`config.mk`:
```
export PLATFORM = sky130hd
export DESIGN_NAME = mem_access_unit
export DESIGN_NICKNAME = d
export VERILOG_FILES = /design/src/rtl/mem_access_unit.sv
export SDC_FILE = /design/constraint.sdc
export NUM_CORES = 1
export LEC_CHECK = 0
export ABC_AREA = 0
export BUFFER_PORTS_ARGS = -buffer_cell sky130_fd_sc_hd__buf_2
export CAP_MARGIN = 10
export CORE_MARGIN = 4
export CORE_UTILIZATION = 48
export DETAILED_ROUTE_END_ITERATION = 16
export PLACE_DENSITY = 0.83
export SKIP_LAST_GASP = 1
export SYNTH_ARGS = -nofsm -noshare
export SYNTH_HDL_FRONTEND = slang
export SYNTH_SLANG_ARGS = --single-unit
```
`constraint.sdc`:
```
create_clock -name clk -period 2.29 [get_ports clk]
set_clock_uncertainty 0.05 [all_clocks]
set_input_delay 0.229 -clock clk [delete_from_list [all_inputs] [get_ports clk]]
set_output_delay 0.229 -clock clk [all_outputs]
set_load 0.02 [all_outputs]
```
`src/rtl/mem_access_unit.sv`:
```
// mem_access_unit
//   Memory-stage load/store unit. Takes the ALU result as the effective byte
//   address and RD2 as store data. It drives a data-memory port that allows one
//   outstanding request (req/ack). It returns the sign- or zero-extended load
//   result to writeback and holds the pipeline stall while a transaction is in
//   flight.
//
//   Build option: MEM_TIMEOUT_EN
//     Defined:   an ack timeout of TIMEOUT_CYCLES aborts the request and pulses
//                bus_err.
//     Undefined: BUSY waits for ack forever and bus_err is tied low.
//
// Ports
//   clk, rst_n            core clock, asynchronous active-low reset
//   start                 execute stage presents a memory operation
//   MemRead, MemWrite     load / store (store wins if both are high)
//   funct3                000 B, 001 H, 010 W, 100 BU, 101 HU
//   ALU_o                 effective byte address
//   RD2                   store data
//   stall                 pipeline hold
//   load_data             extended load result (holds until the next load)
//   load_valid            one-cycle pulse qualifying load_data
//   misaligned            one-cycle alignment-fault pulse
//   bus_err               one-cycle ack-timeout pulse
//   mem_req, mem_we       request (held until ack) and write enable
//   mem_addr              word-aligned address
//   mem_wdata, mem_be     lane-replicated store data and byte enables
//   mem_ack, mem_rdata    one-cycle response pulse and read word
//   state_dbg             current FSM state (IDLE=0, BUSY=1, DONE=2)
//
// Handshake: mem_req rises the cycle after acceptance. The address, byte
//   enables, write data and write enable stay stable until mem_ack is sampled
//   high. A cycle with mem_ack high and mem_req high completes the transfer.
//   mem_ack outside BUSY is ignored.
module mem_access_unit #(
    parameter int DATA_WIDTH     = 32,
    parameter int TIMEOUT_CYCLES = 16
) (
    input  logic                  clk,
    input  logic                  rst_n,
    input  logic                  start,
    input  logic                  MemRead,
    input  logic                  MemWrite,
    input  logic [2:0]            funct3,
    input  logic [DATA_WIDTH-1:0] ALU_o,
    input  logic [DATA_WIDTH-1:0] RD2,
    output logic                  stall,
    output logic [DATA_WIDTH-1:0] load_data,
    output logic                  load_valid,
    output logic                  misaligned,
    output logic                  bus_err,
    output logic                  mem_req,
    output logic                  mem_we,
    output logic [DATA_WIDTH-1:0] mem_addr,
    output logic [DATA_WIDTH-1:0] mem_wdata,
    output logic [3:0]            mem_be,
    input  logic                  mem_ack,
    input  logic [DATA_WIDTH-1:0] mem_rdata,
    output logic [1:0]            state_dbg
);

    typedef enum logic [1:0] {
        IDLE = 2'd0,
        BUSY = 2'd1,
        DONE = 2'd2
    } state_t;

    state_t state_q, state_d;

    logic [1:0]            sz;
    logic                  accept, misalign_now, issue, timeout_hit, ack_done;
    logic [3:0]            be_d;
    logic [DATA_WIDTH-1:0] wdata_d, ext_d;
    logic [2:0]            f3_q;
    logic [1:0]            off_q;
    logic                  we_q;
    logic [7:0]            byte_sel;
    logic [15:0]           half_sel;

    assign sz           = funct3[1:0];
    assign accept       = (state_q == IDLE) && start && (MemRead || MemWrite);
    // Halfwords need bit 0 clear. Words (and the unused size 11) need both
    // low bits clear.
    assign misalign_now = ((sz == 2'b01) && ALU_o[0]) || (sz[1] && (ALU_o[1:0] != 2'b00));
    assign issue        = accept && !misalign_now;
    assign ack_done     = (state_q == BUSY) && mem_ack;

    assign stall     = issue || (state_q == BUSY);
    assign mem_req   = (state_q == BUSY);
    assign mem_we    = (state_q == BUSY) && we_q;
    assign state_dbg = state_q;

    // Store lane steering. Loads always read the full word.
    always_comb begin
        be_d    = 4'b1111;
        wdata_d = RD2;
        if (MemWrite) begin
            case (sz)
                2'b00: begin
                    be_d    = 4'b0001 << ALU_o[1:0];
                    wdata_d = {4{RD2[7:0]}};
                end
                2'b01: begin
                    be_d    = ALU_o[1] ? 4'b1100 : 4'b0011;
                    wdata_d = {2{RD2[15:0]}};
                end
                default: begin
                    be_d    = 4'b1111;
                    wdata_d = RD2;
                end
            endcase
        end
    end

    // Lane selection uses the offset captured at acceptance, not the live
    // ALU_o. Upstream has moved on by the time ack arrives.
    assign byte_sel = mem_rdata[{off_q, 3'b000} +: 8];
    assign half_sel = off_q[1] ? mem_rdata[31:16] : mem_rdata[15:0];

    always_comb begin
        ext_d = mem_rdata;
        case (f3_q[1:0])
            2'b00:   ext_d = {{(DATA_WIDTH-8){~f3_q[2] & byte_sel[7]}}, byte_sel};
            2'b01:   ext_d = {{(DATA_WIDTH-16){~f3_q[2] & half_sel[15]}}, half_sel};
            default: ext_d = mem_rdata;
        endcase
    end

`ifdef MEM_TIMEOUT_EN
    localparam int CW = $clog2(TIMEOUT_CYCLES + 1);
    logic [CW-1:0] tcnt_q;

    // Fires on the BUSY cycle whose increment would bring the count to
    // TIMEOUT_CYCLES. An ack in that same cycle takes precedence.
    assign timeout_hit = (state_q == BUSY) && !mem_ack &&
                         (tcnt_q == CW'(TIMEOUT_CYCLES - 1));

    always_ff @(posedge clk or negedge rst_n) begin
        if (!rst_n) begin
            tcnt_q <= '0;
        end else if (issue) begin
            tcnt_q <= '0;
        end else if ((state_q == BUSY) && !mem_ack) begin
            tcnt_q <= tcnt_q + 1'b1;
        end
    end
`else
    assign timeout_hit = 1'b0;
`endif

    always_comb begin
        state_d = state_q;
        case (state_q)
            IDLE:    if (issue) state_d = BUSY;
            BUSY: begin
                if (mem_ack)          state_d = DONE;
                else if (timeout_hit) state_d = IDLE;
            end
            DONE:    state_d = IDLE;
            default: state_d = IDLE;
        endcase
    end

    always_ff @(posedge clk or negedge rst_n) begin
        if (!rst_n) begin
            state_q <= IDLE;
        end else begin
            state_q <= state_d;
        end
    end

    always_ff @(posedge clk or negedge rst_n) begin
        if (!rst_n) begin
            mem_addr   <= '0;
            mem_wdata  <= '0;
            mem_be     <= '0;
            we_q       <= 1'b0;
            f3_q       <= '0;
            off_q      <= '0;
            load_data  <= '0;
            load_valid <= 1'b0;
            misaligned <= 1'b0;
            bus_err    <= 1'b0;
        end else begin
            load_valid <= ack_done && !we_q;
            misaligned <= accept && misalign_now;
            bus_err    <= timeout_hit;
            if (issue) begin
                mem_addr  <= {ALU_o[DATA_WIDTH-1:2], 2'b00};
                mem_wdata <= wdata_d;
                mem_be    <= be_d;
                we_q      <= MemWrite;
                f3_q      <= funct3;
                off_q     <= ALU_o[1:0];
            end
            if (ack_done && !we_q) begin
                load_data <= ext_d;
            end
        end
    end

endmodule

```
==> results.ini, run 1 <==
[status]
outcome = completed

[global_routing]
grt_pass1_wl_mm = 23.1
antenna_found_initial = 1
gr-total-overflow = 0
grt_usage = 0.229
first_global_vias = 4580
grt_max_degree = 61

[yosys]
synth_seq_cells = 108
syn-instance-count = 467
ys_seq_area_frac = 0.534
ys_types = 38
synth_area_mm2 = 0.00506
synth_warnings = 0
syn_area_per_cell_um2 = 10.8

[pwr]
peakVddDrop_uv = 632
leakage_nw = 3.46
power_density_mw_per_mm2 = 1110
sequentialPowerShare = 0.423
p_sw_w = 0.00293
intPower_w = 0.00419
p_comb_frac = 0.426
p_sw_frac = 0.412
p_clk_frac = 0.151

[finish]
diodes = 0
drive_above_1_share = 0.425
syn_to_final_growth_pct = 26.8
design_area_mm2 = 0.00641
fill_cells = 876
nets = 771

[timing]
fmax_ghz = 0.498
finalHoldViolCount = 0
setup_viol = 0
worstMarginPinSlew_ps = 888
min_period_over_period = 0.877
fin_crit_ps = 2010
tns_ps = 0
max_slew_margin = 0.406
slew_viol_final = 0
rsz0062_at_grt = no

[clocking]
htreeDepth = 3
clkTransAtPathRegs_ps = 110
cts_tree = done
post_cts_buffers = 0
root_buffer = clkbuf_8
cts_resized = 0
holdBufCountCts = 1
cts.sinks = 108
clk_latency_ps = 370
clk_path_buf_depth = 2
numCtsBuffers = 9

[critical_path]
cp_slowest_cell = dfrtp_1
path_cells = nor3b_2 -> o2111ai_4 -> nand2_1 -> buf_2
cp.required_ps = 2010
cp-end-kind = primary output
setup.worst_path.class = reg -> out
cp_max_fo = 13
rrSetupSlack_ps = 420
cp-start-kind = register
critPathArrivalTime_ps = 1730
slowest_delay_ps = 420

[routing]
vias_per_cell = 5.54
num_vias = 4471
drt_pass1_iterations = 5
routedWlPerCell_um = 17.4
drt_iter0_drc = 306
drt-total-wl_mm = 14.0
ant_nets = 0
drc_errors = 0

[place]
gp_congestion = 0.922
placed_cell_area_mm2 = 0.00623
port_buffers = 209
dp_hpwl_mm = 10.7

[floorplan]
fp.dieH_um = 111
initial_utilization = 0.492
coreArea_mm2 = 0.0103
dieArea_mm2 = 0.0122
io_pins = 213
die_x_um = 111
rows = 37

[job]
maxCapViolCount = 0

[worst_hold_path]
hp-class = in -> reg

## cells in the mapped netlist, drive strengths merged
cell | instances | area [um^2]
mux2 | 43 | 514
a2111o | 1 | 11.3
clkbuf | 9 | 33.8
a221oi | 1 | 8.76
a211oi | 7 | 52.6
and3 | 7 | 43.8
mux2i | 33 | 330
nand3 | 32 | 160
conb | 1 | 3.75
a22oi | 7 | 52.6
o22ai | 1 | 6.26
o311ai | 1 | 26.3
o22a | 7 | 61.3
nor3b | 3 | 27.5
nand4b | 1 | 8.76
nand4bb | 1 | 11.3
o31ai | 1 | 7.51
dfrtp | 108 | 2700
nand2b | 5 | 31.3
o21ba | 1 | 10.0
nor3 | 9 | 45.0
nand2 | 57 | 214
o2111ai | 1 | 15.0
nand3b | 1 | 7.51
inv | 7 | 26.3
nor2 | 37 | 139
buf | 28 | 156
a21oi | 12 | 60.1
a211o | 16 | 140
o211ai | 1 | 7.51
o21ai | 26 | 130
and2 | 2 | 12.5
## per-stage QoR
stage               setup WS [ps]   util  instances  total power, W  hold slack, ps
floorplan                     558      -        469         0.00494            -117
finish                        281  0.624        807         0.00712            31.0
detailed placement            412  0.606        790         0.00610             293
CTS                           243  0.624        807         0.00718            10.1
global placement              492  0.606        790         0.00599             284
global route                  141  0.624        807         0.00755            5.02
## layer usage
metal	wire length, um	vias to the layer above	global-route usage
met2	6930	228	0.383
met1	5500	2178	0.279
met3	1270	34	0.0756
li1	-	2029	-
met4	329	2	0.0755
met5	13	-	0
## cells by family after synthesis
logic type / after synthesis / synth area share
other: 1 / 0.000741
AO/OA/AOI/OAI: 83 / 0.117
flip-flops: 108 / 0.534
multiplexers: 76 / 0.167
buffers and inverters: 44 / 0.0428
AND/OR/NAND/NOR: 155 / 0.139
## flip-flops by register name (all words and copies together), names as in the netlist
register / cells
misaligned: 1
load_data: 32
load_valid: 1
f3_q: 3
off_q: 2
we_q: 1
state_dbg: 2
mem_be: 4
mem_wdata: 32
mem_addr: 30
## final timing paths
check,to,depth (start not counted),start
worst min-delay path,mem_addr[17],2,ALU_o[17]
worst max register to register,mem_addr[15],4,state_dbg[1]
worst min register to register,mem_wdata[17],2,mem_wdata[17]
worst max-delay path,stall,4,state_dbg[1]
max in group asynchronous,mem_be[3],3,rst_n
min in group asynchronous,load_data[9],2,rst_n
## power groups by stage
stage          clock, W  sequential (W)  combinational (W)
3_3_place_gp          0         0.00300            0.00299
2_1_floorplan         0         0.00381            0.00113
4_1_cts         0.00110         0.00301            0.00307
6_report        0.00107         0.00301            0.00303
3_5_place_dp          0         0.00304            0.00307
5_1_grt         0.00119         0.00310            0.00327
## layout make-up
type | count | area (um^2) | share of cell area
flip-flops and latches | 108 | 2700 | 0.421
multi-input cells | 317 | 2160 | 0.336
repair buffers | 223 | 1180 | 0.184
well taps | 136 | 170 | 0.0265
clock buffers | 9 | 124 | 0.0193
clock inverters | 7 | 51.3 | 0.00800
inverters | 7 | 26.3 | 0.00410
## worst max-delay path, delay by kind of cell (launching register included)
kind / cells / cell delay [ps]
AOI/OAI and AO/OA: 1 / 300
buffers and inverters: 1 / 180
DFF: 1 / 420
and+or+nand+nor: 2 / 470
## layout by cell type, fill, tap and decap left out, types with 3 or more instances in the layout
master    count
buf_2       208
dfrtp_1     108
nand2_1      57
nor2_1       37
mux2_2       35
mux2i_1      33
nand3_1      32
o21ai_0      25
a211o_1      16
a21oi_1      12
buf_4        12
nor3_1        9
clkbuf_8      9
mux2_4        8
inv_1         7
and3_1        7
a211oi_1      7
a22oi_1       7
o22a_1        7
nand2b_1      5
conb_1        3
No activity file was read; power rests on OpenSTA's default activity.
==> run 2, diff against run 1 <==
==> constraint.sdc (replaced) <==
create_clock -name clk -period 2.29 [get_ports clk]
set_clock_uncertainty 0.05 [all_clocks]
set_input_delay 0.1145 -clock clk [delete_from_list [all_inputs] [get_ports clk]]
set_output_delay 0.1145 -clock clk [all_outputs]
set_load 0.02 [all_outputs]
==> results.ini, run 2 (synthesis results as in run 1) <==
[finish]
final_common_cell = buf_2
fill_cells = 762
utilization = 0.686
drive_above_1_share = 0.389
nets = 832
most-common-layout-cells = buf_2 (208), dfrtp_1 (108), dlygate4sd3_1 (62)
reg_top3 = load_data: 32 flops, mem_wdata: 32 flops, mem_addr: 30 flops
syn_to_final_growth_pct = 39.4

[floorplan]
dieArea_mm2 = 0.0122
die_x_um = 111
io_pins = 213
coreArea_mm2 = 0.0103
initial_utilization = 0.492
fp.dieH_um = 111
rows = 37

[critical_path]
cp-start-kind = register
rr_worst_depth = 4
critPathArrivalTime_ps = 1880
cp.required_ps = 2130
cp-end-kind = primary output
setup.worst_path.class = reg -> out
cp-startpoint = state_dbg[1]
cp_max_fo = 88
r2r-start = off_q[0]

[timing]
worstMarginPinSlew_ps = 939
max_slew_margin = 0.373
finalHoldViolCount = 0
slew_viol_final = 0
min_period_over_period = 0.893
setup_ws_ps = 244
rsz0062_at_grt = no
fmax_ghz = 0.489
fin_crit_ps = 2050
tns_ps = 0
setup_viol = 0

[clocking]
cts_tree = done
clkTransAtPathRegs_ps = 100
cts.sinks = 108
numCtsBuffers = 9
clk_path_buf_depth = 2
root_buffer = clkbuf_8
cts_resized = 0
htreeDepth = 3
clk_latency_ps = 370
post_cts_buffers = 0

[worst_hold_path]
hp-start = mem_rdata[28]
hp-class = in -> reg
whs_path_depth = 3

[job]
maxCapViolCount = 0

[global_routing]
grt_usage = 0.255
grt_pass1_wl_mm = 25.4
grt_max_degree = 89
first_global_vias = 5105
gr-total-overflow = 0
antenna_found_initial = 1

[routing]
num_vias = 4775
routedWlPerCell_um = 18.0
vias_per_cell = 5.49
drt_iter0_drc = 344
drt_pass1_iterations = 7
drt-total-wl_mm = 15.7
drc_errors = 0
ant_nets = 0

[pwr]
peakVddDrop_uv = 577
leakage_nw = 3.73
power_density_mw_per_mm2 = 1040

[status]
outcome = completed

[place]
dp_slack_ps = 444
gp_congestion = 0.912
dp_hpwl_mm = 10.7
port_buffers = 209

[run 2: cell count changes in the layout (fill, tap and decap cells not counted), sizes merged]
cell / previous run / this run
clkinvlp: 2 / 0
bufinv: 0 / 1
dlygate4sd3: 1 / 62
clkinv: 4 / 5
diode: 0 / 1
[run 2: final timing paths]
kind	end	slack [ps]
setup / recovery	stall	240
hold / removal	load_data[28]	20
setup reg to reg	load_data[4]	320
hold reg to reg	mem_be[0]	440
max in group asynchronous	f3_q[0]	1190
min in group asynchronous	load_data[9]	280
[run 2: metal layers]
layer / track usage / wire, um / up-vias
met5: 0 / 0 / -
met4: 0.107 / 561 / 0
met3: 0.0795 / 1410 / 50
met2: 0.441 / 7940 / 276
met1: 0.293 / 5740 / 2292
li1: - / - / 2157
[run 2: area by class of cell]
| class | instances | area [um^2] | share of cell area |
|---|---|---|---|
| Timing Repair Buffer | 284 | 1790 | 0.254 |
| Inverter | 7 | 26.3 | 0.00373 |
| Clock buffer | 9 | 124 | 0.0176 |
| Clock inverter | 7 | 75.1 | 0.0106 |
| Sequential cell | 108 | 2700 | 0.383 |
| Multi-Input combinational cell | 317 | 2160 | 0.306 |
| Antenna cell | 1 | 2.50 | 0.000355 |
| Tap cell | 136 | 170 | 0.0241 |
[run 2: metrics by stage]
| stage | instances | hold slack (ps) | instance area [um^2] | total power [W] |
|---|---|---|---|---|
| global placement | 790 | 164 | 6230 | 0.00598 |
| CTS | 868 | 0.181 | 7050 | 0.00737 |
| detailed placement | 790 | 169 | 6230 | 0.00610 |
| finish | 869 | 23.2 | 7050 | 0.00736 |
| global route | 869 | 13.7 | 7050 | 0.00779 |
| floorplan | 469 | -231 | 5060 | 0.00494 |
[run 2: worst max-delay path: stages (launching register included)]
cell	delay [ps]
dfrtp_1	430
nor3b_2	340
o2111ai_4	190
buf_12	260
nand2_1	110
buf_2	170
[run 2: where the power goes]
group	internal, W	switching (W)
combinational	0.00126	0.00189
sequential	0.00260	0.000430
clock	0.000512	0.000669
total	0.00437	0.00299
[run 2: timing repair]
action / in CTS / in global routing
hold endpoints to repair: 116 / 0
hold buffers: 62 / 0
endpoints found under the setup margin: 0 / 0
